## src/rtl/cbc_pkg.sv

```systemverilog
// Shared types and constants for the CBC command/response link (state enum, byte counts, frame size).
package cbc_pkg;
    typedef enum logic [1:0] {ST_IDLE, ST_TX, ST_WAIT_RSP, ST_DONE} cbc_state_t;

    localparam int BAUD_DIV_DEF = 868;
    localparam int CMD_BYTES    = 3;
    localparam int RSP_BYTES    = 2;
    localparam int FRAME_BITS   = 10;
endpackage

```

## src/rtl/cbc_uart_rx_byte.sv

```systemverilog
// 8N1 byte receiver: 2-flop sync, start detect, mid-bit sampling, stop check, glitch rejection.
// With CBC_CMD_TIMEOUT_EN defined, a start-edge strobe is also exported.
module cbc_uart_rx_byte
    import cbc_pkg::*;
#(
    parameter int BAUD_DIV = BAUD_DIV_DEF
) (
    input  logic       clk,
    input  logic       rst_n,
    input  logic       rx,
    input  logic       arm,
`ifdef CBC_CMD_TIMEOUT_EN
    output logic       start,
`endif
    output logic [7:0] data,
    output logic       byte_vld,
    output logic       frm_err
);
    localparam int CW = $clog2(BAUD_DIV);

    logic          s1_reg, s2_reg, prev_reg;
    logic          active_reg, active_next;
    logic [CW-1:0] cnt_reg, cnt_next;
    logic [3:0]    idx_reg, idx_next;
    logic [7:0]    data_reg, data_next;
    logic          vld_reg, vld_next;
    logic          ferr_reg, ferr_next;
    logic          fall;

    assign fall = prev_reg & ~s2_reg;

    always_ff @(posedge clk or negedge rst_n) begin
        if (!rst_n) begin
            s1_reg     <= 1'b1;
            s2_reg     <= 1'b1;
            prev_reg   <= 1'b1;
            active_reg <= 1'b0;
            cnt_reg    <= '0;
            idx_reg    <= '0;
            data_reg   <= '0;
            vld_reg    <= 1'b0;
            ferr_reg   <= 1'b0;
        end else begin
            s1_reg     <= rx;
            s2_reg     <= s1_reg;
            prev_reg   <= s2_reg;
            active_reg <= active_next;
            cnt_reg    <= cnt_next;
            idx_reg    <= idx_next;
            data_reg   <= data_next;
            vld_reg    <= vld_next;
            ferr_reg   <= ferr_next;
        end
    end

    always_comb begin
        active_next = active_reg;
        cnt_next    = cnt_reg;
        idx_next    = idx_reg;
        data_next   = data_reg;
        vld_next    = 1'b0;
        ferr_next   = 1'b0;
        if (!arm) begin
            active_next = 1'b0;
        end else if (!active_reg) begin
            if (fall) begin
                // Preload so the first sample lands half a bit after the edge.
                active_next = 1'b1;
                cnt_next    = CW'(BAUD_DIV - BAUD_DIV / 2);
                idx_next    = 4'd0;
            end
        end else if (cnt_reg == CW'(BAUD_DIV - 1)) begin
            cnt_next = '0;
            if (idx_reg == 4'd0) begin
                if (s2_reg) active_next = 1'b0;
                else        idx_next    = 4'd1;
            end else if (idx_reg == 4'(FRAME_BITS - 1)) begin
                vld_next    = 1'b1;
                ferr_next   = ~s2_reg;
                active_next = 1'b0;
            end else begin
                data_next = {s2_reg, data_reg[7:1]};
                idx_next  = idx_reg + 4'd1;
            end
        end else begin
            cnt_next = cnt_reg + CW'(1);
        end
    end

`ifdef CBC_CMD_TIMEOUT_EN
    assign start = arm & ~active_reg & fall;
`endif
    assign data     = data_reg;
    assign byte_vld = vld_reg;
    assign frm_err  = ferr_reg;
endmodule

```

## src/rtl/cbc_cmd_master.sv

```systemverilog
// CBC link initiator: sends a 3-byte 8N1 command on TX, collects a 2-byte response from RX.
// Defining CBC_CMD_TIMEOUT_EN adds a response timeout that raises rsp_tmo.
module cbc_cmd_master
    import cbc_pkg::*;
#(
    parameter int BAUD_DIV   = BAUD_DIV_DEF,
    parameter int TMO_CYCLES = 2000000
) (
    input  logic        clk,
    input  logic        rst_n,
    input  logic [23:0] cmd,
    input  logic        snd_cmd,
    output logic        TX,
    input  logic        RX,
    output logic        busy,
    output logic [15:0] rsp_data,
    output logic        rsp_rdy,
    input  logic        clr_rsp_rdy,
    output logic        rsp_err,
    output logic        rsp_tmo
);
    localparam int CW = $clog2(BAUD_DIV);

    if (BAUD_DIV < 4 || TMO_CYCLES < 1) begin : g_bad_param
        $error("cbc_cmd_master: BAUD_DIV must be >= 4 and TMO_CYCLES >= 1");
    end

    cbc_state_t    state_reg, state_next;
    logic [23:0]   sh_reg, sh_next;
    logic [CW-1:0] baud_reg, baud_next;
    logic [3:0]    bit_reg, bit_next;
    logic [1:0]    byte_reg, byte_next;
    logic          tx_reg, tx_next;
    logic [15:0]   rsp_sh_reg, rsp_sh_next;
    logic          rsp_cnt_reg, rsp_cnt_next;
    logic [15:0]   rsp_data_reg, rsp_data_next;
    logic          rsp_rdy_reg, rsp_rdy_next;
    logic          rsp_err_reg, rsp_err_next;
    logic [7:0]    rx_byte;
    logic          rx_vld, rx_ferr;
`ifdef CBC_CMD_TIMEOUT_EN
    localparam int TW = $clog2(TMO_CYCLES + 1);
    logic          rx_start;
    logic [TW-1:0] tmo_reg, tmo_next;
    logic          rsp_tmo_reg, rsp_tmo_next;
`endif

    cbc_uart_rx_byte #(.BAUD_DIV(BAUD_DIV)) u_rx (
        .clk      (clk),
        .rst_n    (rst_n),
        .rx       (RX),
        .arm      (state_reg == ST_WAIT_RSP),
`ifdef CBC_CMD_TIMEOUT_EN
        .start    (rx_start),
`endif
        .data     (rx_byte),
        .byte_vld (rx_vld),
        .frm_err  (rx_ferr)
    );

    always_ff @(posedge clk or negedge rst_n) begin
        if (!rst_n) begin
            state_reg    <= ST_IDLE;
            sh_reg       <= '0;
            baud_reg     <= '0;
            bit_reg      <= '0;
            byte_reg     <= '0;
            tx_reg       <= 1'b1;
            rsp_sh_reg   <= '0;
            rsp_cnt_reg  <= 1'b0;
            rsp_data_reg <= '0;
            rsp_rdy_reg  <= 1'b0;
            rsp_err_reg  <= 1'b0;
`ifdef CBC_CMD_TIMEOUT_EN
            tmo_reg      <= '0;
            rsp_tmo_reg  <= 1'b0;
`endif
        end else begin
            state_reg    <= state_next;
            sh_reg       <= sh_next;
            baud_reg     <= baud_next;
            bit_reg      <= bit_next;
            byte_reg     <= byte_next;
            tx_reg       <= tx_next;
            rsp_sh_reg   <= rsp_sh_next;
            rsp_cnt_reg  <= rsp_cnt_next;
            rsp_data_reg <= rsp_data_next;
            rsp_rdy_reg  <= rsp_rdy_next;
            rsp_err_reg  <= rsp_err_next;
`ifdef CBC_CMD_TIMEOUT_EN
            tmo_reg      <= tmo_next;
            rsp_tmo_reg  <= rsp_tmo_next;
`endif
        end
    end

    always_comb begin
        state_next    = state_reg;
        sh_next       = sh_reg;
        baud_next     = baud_reg;
        bit_next      = bit_reg;
        byte_next     = byte_reg;
        tx_next       = tx_reg;
        rsp_sh_next   = rsp_sh_reg;
        rsp_cnt_next  = rsp_cnt_reg;
        rsp_data_next = rsp_data_reg;
        rsp_rdy_next  = clr_rsp_rdy ? 1'b0 : rsp_rdy_reg;
        rsp_err_next  = rsp_err_reg;
`ifdef CBC_CMD_TIMEOUT_EN
        tmo_next      = tmo_reg;
        rsp_tmo_next  = rsp_tmo_reg;
`endif
        unique case (state_reg)
            ST_IDLE: begin
                if (snd_cmd) begin
                    sh_next      = cmd;
                    baud_next    = '0;
                    bit_next     = '0;
                    byte_next    = '0;
                    tx_next      = 1'b0;
                    rsp_cnt_next = 1'b0;
                    rsp_rdy_next = 1'b0;
                    rsp_err_next = 1'b0;
`ifdef CBC_CMD_TIMEOUT_EN
                    tmo_next     = '0;
                    rsp_tmo_next = 1'b0;
`endif
                    state_next   = ST_TX;
                end
            end
            ST_TX: begin
                if (baud_reg == CW'(BAUD_DIV - 1)) begin
                    baud_next = '0;
                    if (bit_reg == 4'(FRAME_BITS - 1)) begin
                        bit_next = '0;
                        if (byte_reg == 2'(CMD_BYTES - 1)) begin
                            tx_next    = 1'b1;
                            state_next = ST_WAIT_RSP;
                        end else begin
                            byte_next = byte_reg + 2'd1;
                            sh_next   = {sh_reg[15:0], 8'h00};
                            tx_next   = 1'b0;
                        end
                    end else begin
                        bit_next = bit_reg + 4'd1;
                        // Current byte always sits in sh_reg[23:16].
                        tx_next  = (bit_reg == 4'(FRAME_BITS - 2)) ? 1'b1
                                                                    : sh_reg[{2'b10, bit_reg[2:0]}];
                    end
                end else begin
                    baud_next = baud_reg + CW'(1);
                end
            end
            ST_WAIT_RSP: begin
`ifdef CBC_CMD_TIMEOUT_EN
                if (rx_start) begin
                    tmo_next = '0;
                end else if (tmo_reg == TW'(TMO_CYCLES - 1)) begin
                    rsp_tmo_next = 1'b1;
                    state_next   = ST_IDLE;
                end else begin
                    tmo_next = tmo_reg + TW'(1);
                end
`endif
                if (rx_vld) begin
                    rsp_sh_next = {rsp_sh_reg[7:0], rx_byte};
                    if (rx_ferr) rsp_err_next = 1'b1;
                    if (rsp_cnt_reg == 1'(RSP_BYTES - 1)) state_next   = ST_DONE;
                    else                                  rsp_cnt_next = rsp_cnt_reg + 1'b1;
                end
            end
            ST_DONE: begin
                rsp_data_next = rsp_sh_reg;
                rsp_rdy_next  = 1'b1;
                state_next    = ST_IDLE;
            end
            default: state_next = ST_IDLE;
        endcase
    end

    assign TX       = tx_reg;
    assign busy     = (state_reg != ST_IDLE);
    assign rsp_data = rsp_data_reg;
    assign rsp_rdy  = rsp_rdy_reg;
    assign rsp_err  = rsp_err_reg;
`ifdef CBC_CMD_TIMEOUT_EN
    assign rsp_tmo  = rsp_tmo_reg;
`else
    assign rsp_tmo  = 1'b0;
`endif
endmodule
```

## config.mk

```make
export PLATFORM = sky130hd
export DESIGN_NAME = cbc_cmd_master
export DESIGN_NICKNAME = d
export VERILOG_FILES = /design/src/rtl/cbc_pkg.sv /design/src/rtl/cbc_uart_rx_byte.sv /design/src/rtl/cbc_cmd_master.sv
export SDC_FILE = /design/constraint.sdc
export NUM_CORES = 1
export LEC_CHECK = 0
export ABC_AREA = 1
export BUFFER_PORTS_ARGS = -buffer_cell sky130_fd_sc_hd__buf_2
export CAP_MARGIN = 20
export CORE_AREA = 8 8 108 100
export DETAILED_ROUTE_END_ITERATION = 7
export DIE_AREA = 0 0 116 108
export GPL_ROUTABILITY_DRIVEN = 0
export PLACE_DENSITY = 0.78
export RECOVER_POWER = 25
export SETUP_SLACK_MARGIN = 0.15
export SYNTH_ARGS = -nofsm -noshare
export SYNTH_HDL_FRONTEND = slang
export SYNTH_HIERARCHICAL = 1
export SYNTH_SLANG_ARGS = --single-unit
```

## constraint.sdc

```tcl
create_clock -name clk -period 2 [get_ports clk]
set_clock_uncertainty 0.15 [all_clocks]
set_input_delay 0.4 -clock clk [delete_from_list [all_inputs] [get_ports clk]]
set_output_delay 0.4 -clock clk [all_outputs]
set_load 0.01 [all_outputs]
```

==> summary.md, run 1 <==
| Metric | Value |
|---|---|
| Outcome | finished, final reports clean |
| Post-synthesis net count | 593 |
| Number of antenna violations at the first check in global routing | 0 |
| Area share of the largest cell type after synthesis | 50.0% |
| Netlist area before placement | 0.00510 sq mm |
| Static Leakage | 3.00 nW |
| Sequential cell area fraction in the yosys report | 52.1% |
| Type of origin of the critical path | flop |
| Area taken by flip-flops and latches | 0.00266 sq mm |
| Sum of overflow across all layers after global routing | 0 |
| Mean area per synthesized cell | 9.26 sq um |
| Total Nets Final | 661 |
| Type of the setup path with the least slack | reg2reg |
| CP Max Fanout | 22 |
| Peak Freq | 0.549 GHz |
| Synthesis-to-layout area growth | 16.3% |
| DRT antenna net count | 0 |
| Number of vias per cell after detailed routing | 5.25 |
| Count of pins over their slew limit | 0 |
| Library cell with the largest summed area after synthesis | sky130_fd_sc_hd__dfrtp_1 |
| Final critical delay including setup and external delays | 1820 ps |
| Global-route usage over all layers | 17.6% |
| Setup repair after global routing missed its margin | yes |
| Final number of hold-violating endpoints | 0 |
| Half-perimeter wire length of the detailed placement result | 7350 um |
| Filler instances | 702 |
| Initial standard-cell utilization of the core | 57.2% |
| CTS HTree Levels | 3 |
| IR drop worst, VDD | 678 uV |
| Power per unit of standard cell area | 1170 mW/mm^2 |
| Routed wire per std cell | 14.3 um |
| Via count | 3920 |
| Final worst-path cycle share | 91.1% |
| Die Width | 116 um |
| Number of buffer cells added on primary ports | 48 |
| Worst Max-Slew Pin Slew | 654 ps |
| Critical path data arrival time | 1920 ps |
| Data required time at the worst endpoint | 2100 ps |
| Clock tree root buffer cell | sky130_fd_sc_hd__clkbuf_8 |
| Die height | 108 um |
| Yosys warns | 6 |
| Row count | 33 |
| Core box area | 0.00892 sq mm |
| Top-level port count | 50 |
| Initial DRC count | 221 |
| Fin Setup TNS | 0 ps |
| Skew-Pair Late Insertion Delay | 380 ps |
| Worst max-slew margin expressed relative to the limit | 56.4% |
| Global-route wire length before repair | 17800 um |
| Antenna fix cells | 0 |
| Area of the multi-input gates | 0.00221 sq mm |
| Hold_ws | 100 ps |
| Flip-flop count of the largest register, all copies and words added | 24 |
| Via count of the first global-routing pass | 3880 |
| Clk slew on worst S/H paths | 110 ps |
| Fraction of final layout cells with drive strength greater than 1 | 27.2% |
| Maximum number of pins on one net before global-route repair | 45 |
| CP Capture Type | flop |
| Post-detailed-route DRC marker count | 0 |
| Path type of the worst min-delay path | in2reg |
| Clock buffer count from CTS | 9 |
| First drt pass iteration count | 4 |
| Overall die area | 0.0125 sq mm |
| Maximum Capacitance Violations | 0 |
| # clock sinks | 106 |
| Overall routed net length | 10700 um |
| Flop and latch count out of synthesis | 106 |
| Final setup vio count | 0 |
| Clock tree from TritonCTS | built |
| Maximum root-to-sink buffer count | 2 |
| Leading cell types by total area after synthesis | sky130_fd_sc_hd__dfrtp_1 50%, sky130_fd_sc_hd__nand2_1 9.5%, sky130_fd_sc_hd__mux2_2 6.4%, sky130_fd_sc_hd__inv_1 4.0%, sky130_fd_sc_hd__nand3_1 3.7% |
| Syn Inst Count | 551 |
| Number of distinct standard cells referenced by the synthesized netlist | 36 |
kinds of logic after synthesis:
| group | synth area share (%) |
|---|---|
| simple gates | 20.8 |
| buf+inv | 6.18 |
| other cells | 0.0735 |
| flops | 52.1 |
| fa+ha+maj | 3.19 |
| mux | 9.54 |
| xor+xnor | 0.858 |
| compound gates | 7.26 |
routing by layer:
layer  part of all wire, %  up-vias  GRT usage, %
met3                   4.3       11          4.62
met2                    51       84          30.1
met5                     0        -             0
met1                    43     1900          22.0
li1                      -     1925             -
met4                   1.3        0          3.89
cell usage in the layout (no fill, tap or decap), drive strengths merged:
| cell type | n |
|---|---|
| nand2 | 134 |
| dfrtp | 102 |
| buf | 66 |
| inv | 63 |
| nor2 | 49 |
| o21ai | 46 |
| nand3 | 43 |
| mux2 | 29 |
| mux2i | 16 |
| a21oi | 14 |
| clkbuf | 14 |
| ha | 13 |
| nand4 | 9 |
| dfstp | 4 |
| or2 | 3 |
| o22ai | 3 |
| xor2 | 3 |
| xnor2 | 2 |
| nor3 | 2 |
| dlygate4sd3 | 2 |
| clkinv | 2 |
| a32o | 1 |
| nand3b | 1 |
| o21a | 1 |
| conb | 1 |
| bufinv | 1 |
final cells by class:
class,count,share of cell area [%]
clock inverters,5,1.14
well taps,122,2.57
inverters,61,3.92
flip-flops and latches,106,44.8
clock buffers,11,2.38
repair buffers,71,7.86
multi-input cells,370,37.3
timing repair:
action                                  CTS  global route
hold endpoints to repair                 22             0
endpoints found under the setup margin   34            55
hold buffers                              2             0
gates resized for setup                   8            20
setup buffers                             3             3
pin swaps                                 1             4
gates cloned                              0             2
power by group:
group	internal [mW]	leakage, nW	switching [mW]
Clock	0.634	0.106	0.751
Sequential	2.59	1.40	0.336
Combinational	1.08	1.50	1.56
Total	4.31	3.00	2.65
worst paths after layout:
path,from,endpoint,slack (ps),cells after the start
max,baud_reg[0]$_DFFE_PN0P_,sh_reg[9]$_DFFE_PN0P_,180,9
min,cmd[4],sh_reg[4]$_DFFE_PN0P_,100,3
max reg2reg,baud_reg[0]$_DFFE_PN0P_,sh_reg[9]$_DFFE_PN0P_,180,9
min reg2reg,u_rx/s1_reg$_DFF_PN1_,u_rx/s2_reg$_DFF_PN1_,220,0
max in group asynchronous,rst_n,u_rx/s1_reg$_DFF_PN1_,310,3
min in group asynchronous,rst_n,sh_reg[14]$_DFFE_PN0P_,420,2
critical path, stage by stage, from the launching register on:
cell and delay (ps):
sky130_fd_sc_hd__dfrtp_1 420, sky130_fd_sc_hd__ha_2 230, sky130_fd_sc_hd__nand3_1 80, sky130_fd_sc_hd__nor2_1 90, sky130_fd_sc_hd__nand2_1 100, sky130_fd_sc_hd__nand2_2 160, sky130_fd_sc_hd__nand4_4 150, sky130_fd_sc_hd__buf_12 200
sky130_fd_sc_hd__nand2_1 70, sky130_fd_sc_hd__o21ai_1 70
stage by stage:
step           instance area, sq um  cells  util, %  worst slack [ps]  total power [mW]
6_report                       5930    746     66.5               178              6.96
5_1_grt                        5930    746     66.5              29.5              7.44
3_3_place_gp                   5550    720     62.3              94.7              5.14
2_1_floorplan                  5100    551        -               229              4.57
4_1_cts                        5830    741     65.4               174              6.76
3_5_place_dp                   5550    720     62.3             -2.82              5.26
Yosys cell counts, drive strengths merged:
cell type and number:
clkbuf 1, clkinv 1, o21ai 46, inv 60, a21oi 14, nand4 9
o22ai 3, ha 13, nor3 2, buf 14, mux2i 16, nand3b 1
nand2 134, xor2 3, o21a 1, or2 3, a32o 1, mux2 29
dfrtp 102, dfstp 4, nor2 49, xnor2 2, conb 1, nand3 42
(Power assumes the default switching activity.)
==> run 2, diff against run 1 <==
Settings changed: GPL_TIMING_DRIVEN set to 0, SKIP_CTS_REPAIR_TIMING set to 1.
==> run 2 against run 1 <==
Net effect:
- final cell count increased by 1.3%
- first-iteration DRC count increased by 17%
- critical path depth decreased by 5
- largest cell class unchanged
- fmax decreased by 4.4%
- worst setup slack got worse by 83 ps
- combinational power increased by 15%
- non-clock buffer count increased by 10
- utilization increased by 2.2 points
==> summary.md, run 2 (synthesis gave the netlist of run 1 again) <==
| Metric | Value |
|---|---|
| Flip-flop count of the largest register, all copies and words added | 24 (unchanged) |
| Via count of the first global-routing pass | 3879 (-0.026%) |
| Die Width | 116 um (unchanged) |
| Worst Max-Slew Pin Slew | 677 ps (+22.8 ps) |
| Final number of hold-violating endpoints | 0 (unchanged) |
| Proportion of total power due to net switching | 39.1% (+1.0 points) |
| Maximum number of pins on one net before global-route repair | 57 (+27%) |
| Internal power | 4.49 mW (+4.2%) |
| Number of buffer cells added on primary ports | 48 (unchanged) |
| Maximum root-to-sink buffer count | 2 (unchanged) |
| CP Max Fanout | 4 (-82%) |
| Via count | 4059 (+3.5%) |
| Final worst-path cycle share | 95.3% (+4.2 points) |
| Part of the power in combinational logic | 41.1% (+3.1 points) |
| Count of pins over their slew limit | 0 (unchanged) |
| Count of cells along the worst hold path | 3 (unchanged) |
| Routed wire per std cell | 14.6 um (+2.3%) |
| Total Nets Final | 671 (+1.5%) |
| Number of antenna violations at the first check in global routing | 0 (unchanged) |
| Final std cells w/o fill | 756 (+1.3%) |
| Maximum Capacitance Violations | 0 (unchanged) |
| Clk slew on worst S/H paths | 100 ps (about the same) |
| First drt pass iteration count | 4 (unchanged) |
| Number of vias per cell after detailed routing | 5.37 (+2.2%) |
| Final core area utilization | 68.8% (+2.2 points) |
| Hold_ws | 118 ps (+17.6 ps) |
| Area after DPL | 0.00553 sq mm (-0.52%) |
| Final setup vio count | 0 (unchanged) |
| Worst Hold Launch | cmd[3] |
| Total net switching power | 2.88 mW (+8.8%) |
| Worst reg2reg endpoint | baud_reg[8]$_DFFE_PN0P_ |
| Global-route usage over all layers | 17.4% (-0.17 points) |
| Type of the setup path with the least slack | reg2out |
| Path type of the worst min-delay path | in2reg |
| RR Startpoint | state_reg[1]$_DFFE_PN0P_ |
| Commonest non-fill, non-tap cells in the layout | 109 x sky130_fd_sc_hd__nand2_1, 98 x sky130_fd_sc_hd__dfrtp_1, 52 x sky130_fd_sc_hd__inv_1 |
| Overall die area | 0.0125 sq mm (unchanged) |
| Global-route wire length before repair | 17700 um (-0.70%) |
| Clock network fraction of total power | 18.3% (-1.6 points) |
| Half-perimeter wire length of the detailed placement result | 7450 um (+1.4%) |
| Outcome | finished, final reports clean |
| Reg-to-reg slack, setup | 100 ps (-80 ps) |
| CP Capture Type | output pin |
| Clock tree from TritonCTS | built |
| Clock tree root buffer cell | sky130_fd_sc_hd__clkbuf_8 |
| Sum of overflow across all layers after global routing | 0 (unchanged) |
| Final critical delay including setup and external delays | 1910 ps (+83.3 ps) |
| Critical path data arrival time | 1360 ps (-560 ps) |
| End point of the worst hold path | sh_reg[3]$_DFFE_PN0P_ |
| Fraction of final layout cells with drive strength greater than 1 | 31.7% (+4.5 points) |
| DRT antenna net count | 0 (unchanged) |
| Static Leakage | 3.07 nW (+2.4%) |
| Core box area | 0.00892 sq mm (unchanged) |
| Top-level port count | 50 (unchanged) |
| Sequential Power Share | 40.6% (-1.5 points) |
| CTS HTree Levels | 3 (unchanged) |
| Initial DRC count | 259 (+17%) |
| Worst max-slew margin expressed relative to the limit | 54.8% (-1.5 points) |
| Row count | 33 (unchanged) |
| Synthesis-to-layout area growth | 20.2% |
| Clock buffer count from CTS | 9 (unchanged) |
| Type of origin of the critical path | flop |
| Setup repair after global routing missed its margin | yes |
| Leading cell type in the layout, fill and taps excluded | sky130_fd_sc_hd__nand2_1 |
| Skew-Pair Late Insertion Delay | 360 ps (-20 ps) |
| Data required time at the worst endpoint | 1450 ps (-650 ps) |
| Overall routed net length | 11100 um (+3.7%) |
| IR drop worst, VDD | 631 uV (-6.8%) |
| Post-detailed-route DRC marker count | 0 (unchanged) |
| Initial standard-cell utilization of the core | 57.2% (unchanged) |
| Die height | 108 um (unchanged) |
| Power per unit of standard cell area | 1200 mW/mm^2 (+2.5%) |
| Final Instance Area | 0.00613 sq mm (+3.3%) |
| # clock sinks | 106 (unchanged) |
| Cell Count Post-Placement | 722 (+0.28%) |
| Peak Freq | 0.525 GHz (-4.4%) |
| Count of cells along the worst register-to-register path | 9 (unchanged) |
| Antenna fix cells | 0 (unchanged) |
[run 2: changes by cell type in the layout (fill, tap and decap cells not counted), moves of 4 or more]
cell / delta
sky130_fd_sc_hd__buf_6: +5
sky130_fd_sc_hd__nand2_1: -18
sky130_fd_sc_hd__nand2_2: +10
sky130_fd_sc_hd__nand2_4: +8
sky130_fd_sc_hd__o21ai_1: -6
sky130_fd_sc_hd__o21ai_2: +4
[run 2: how the worst max path moves through the flow]
stage / slack [ps] / to / start
4_1_cts: -70 / sh_reg[0]$_DFFE_PN0P_ / state_reg[1]$_DFFE_PN0P_
3_3_place_gp: -760 / u_rx/idx_reg[3]$_DFFE_PN0P_ / rst_n
3_5_place_dp: -40 / sh_reg[16]$_DFFE_PN0P_ / state_reg[1]$_DFFE_PN0P_
5_1_grt: 0.2 / baud_reg[8]$_DFFE_PN0P_ / state_reg[1]$_DFFE_PN0P_
6_report: 90 / busy / state_reg[0]$_DFFE_PN0P_
2_1_floorplan: 230 / sh_reg[21]$_DFFE_PN0P_ / state_reg[1]$_DFFE_PN0P_
[run 2: layout make-up]
cell class	count	area (sq um)
buffer	15	131
clock buffer	9	124
clock inverter	7	80.1
fill	656	2790
inverter	61	235
multi-input combinational	370	2330
sequential	106	2660
tap	122	153
timing repair buffer	66	413
[run 2: power groups by stage]
stage	clock network [mW]	registers, mW	logic [mW]
CTS	1.38	2.92	2.26
detailed placement	0	2.96	2.25
global placement	0	2.93	2.15
floorplan	0	2.89	1.69
global route	1.47	3.04	3.35
finish	1.35	2.99	3.03
[run 2: per-layer routing]
| layer | wire (um) | share of wire, % | vias up | global-route usage, % |
|---|---|---|---|---|
| met2 | 5710 | 52 | 91 | 29.2 |
| met3 | 396 | 3.6 | 16 | 3.84 |
| met1 | 4820 | 44 | 1995 | 22.5 |
| met4 | 136 | 1.2 | 0 | 4.44 |
| met5 | 0 | 0 | - | 0 |
| li1 | - | - | 1957 | - |
[run 2: stage by stage]
step | setup TNS [ps] | power (mW) | setup slack, ps
3_5_place_dp | -645 | 5.21 | -41.2
4_1_cts | -1210 | 6.56 | -65.3
2_1_floorplan | 0 | 4.57 | 229
3_3_place_gp | -77110 | 5.08 | -755
6_report | 0 | 7.37 | 94.7
5_1_grt | 0 | 7.87 | 0.162
[run 2: critical path, cell delays in order (launching register included)]
cell	delay [ps]
sky130_fd_sc_hd__dfrtp_2	450
sky130_fd_sc_hd__inv_1	130
sky130_fd_sc_hd__ha_4	180
sky130_fd_sc_hd__inv_1	90
sky130_fd_sc_hd__buf_2	150
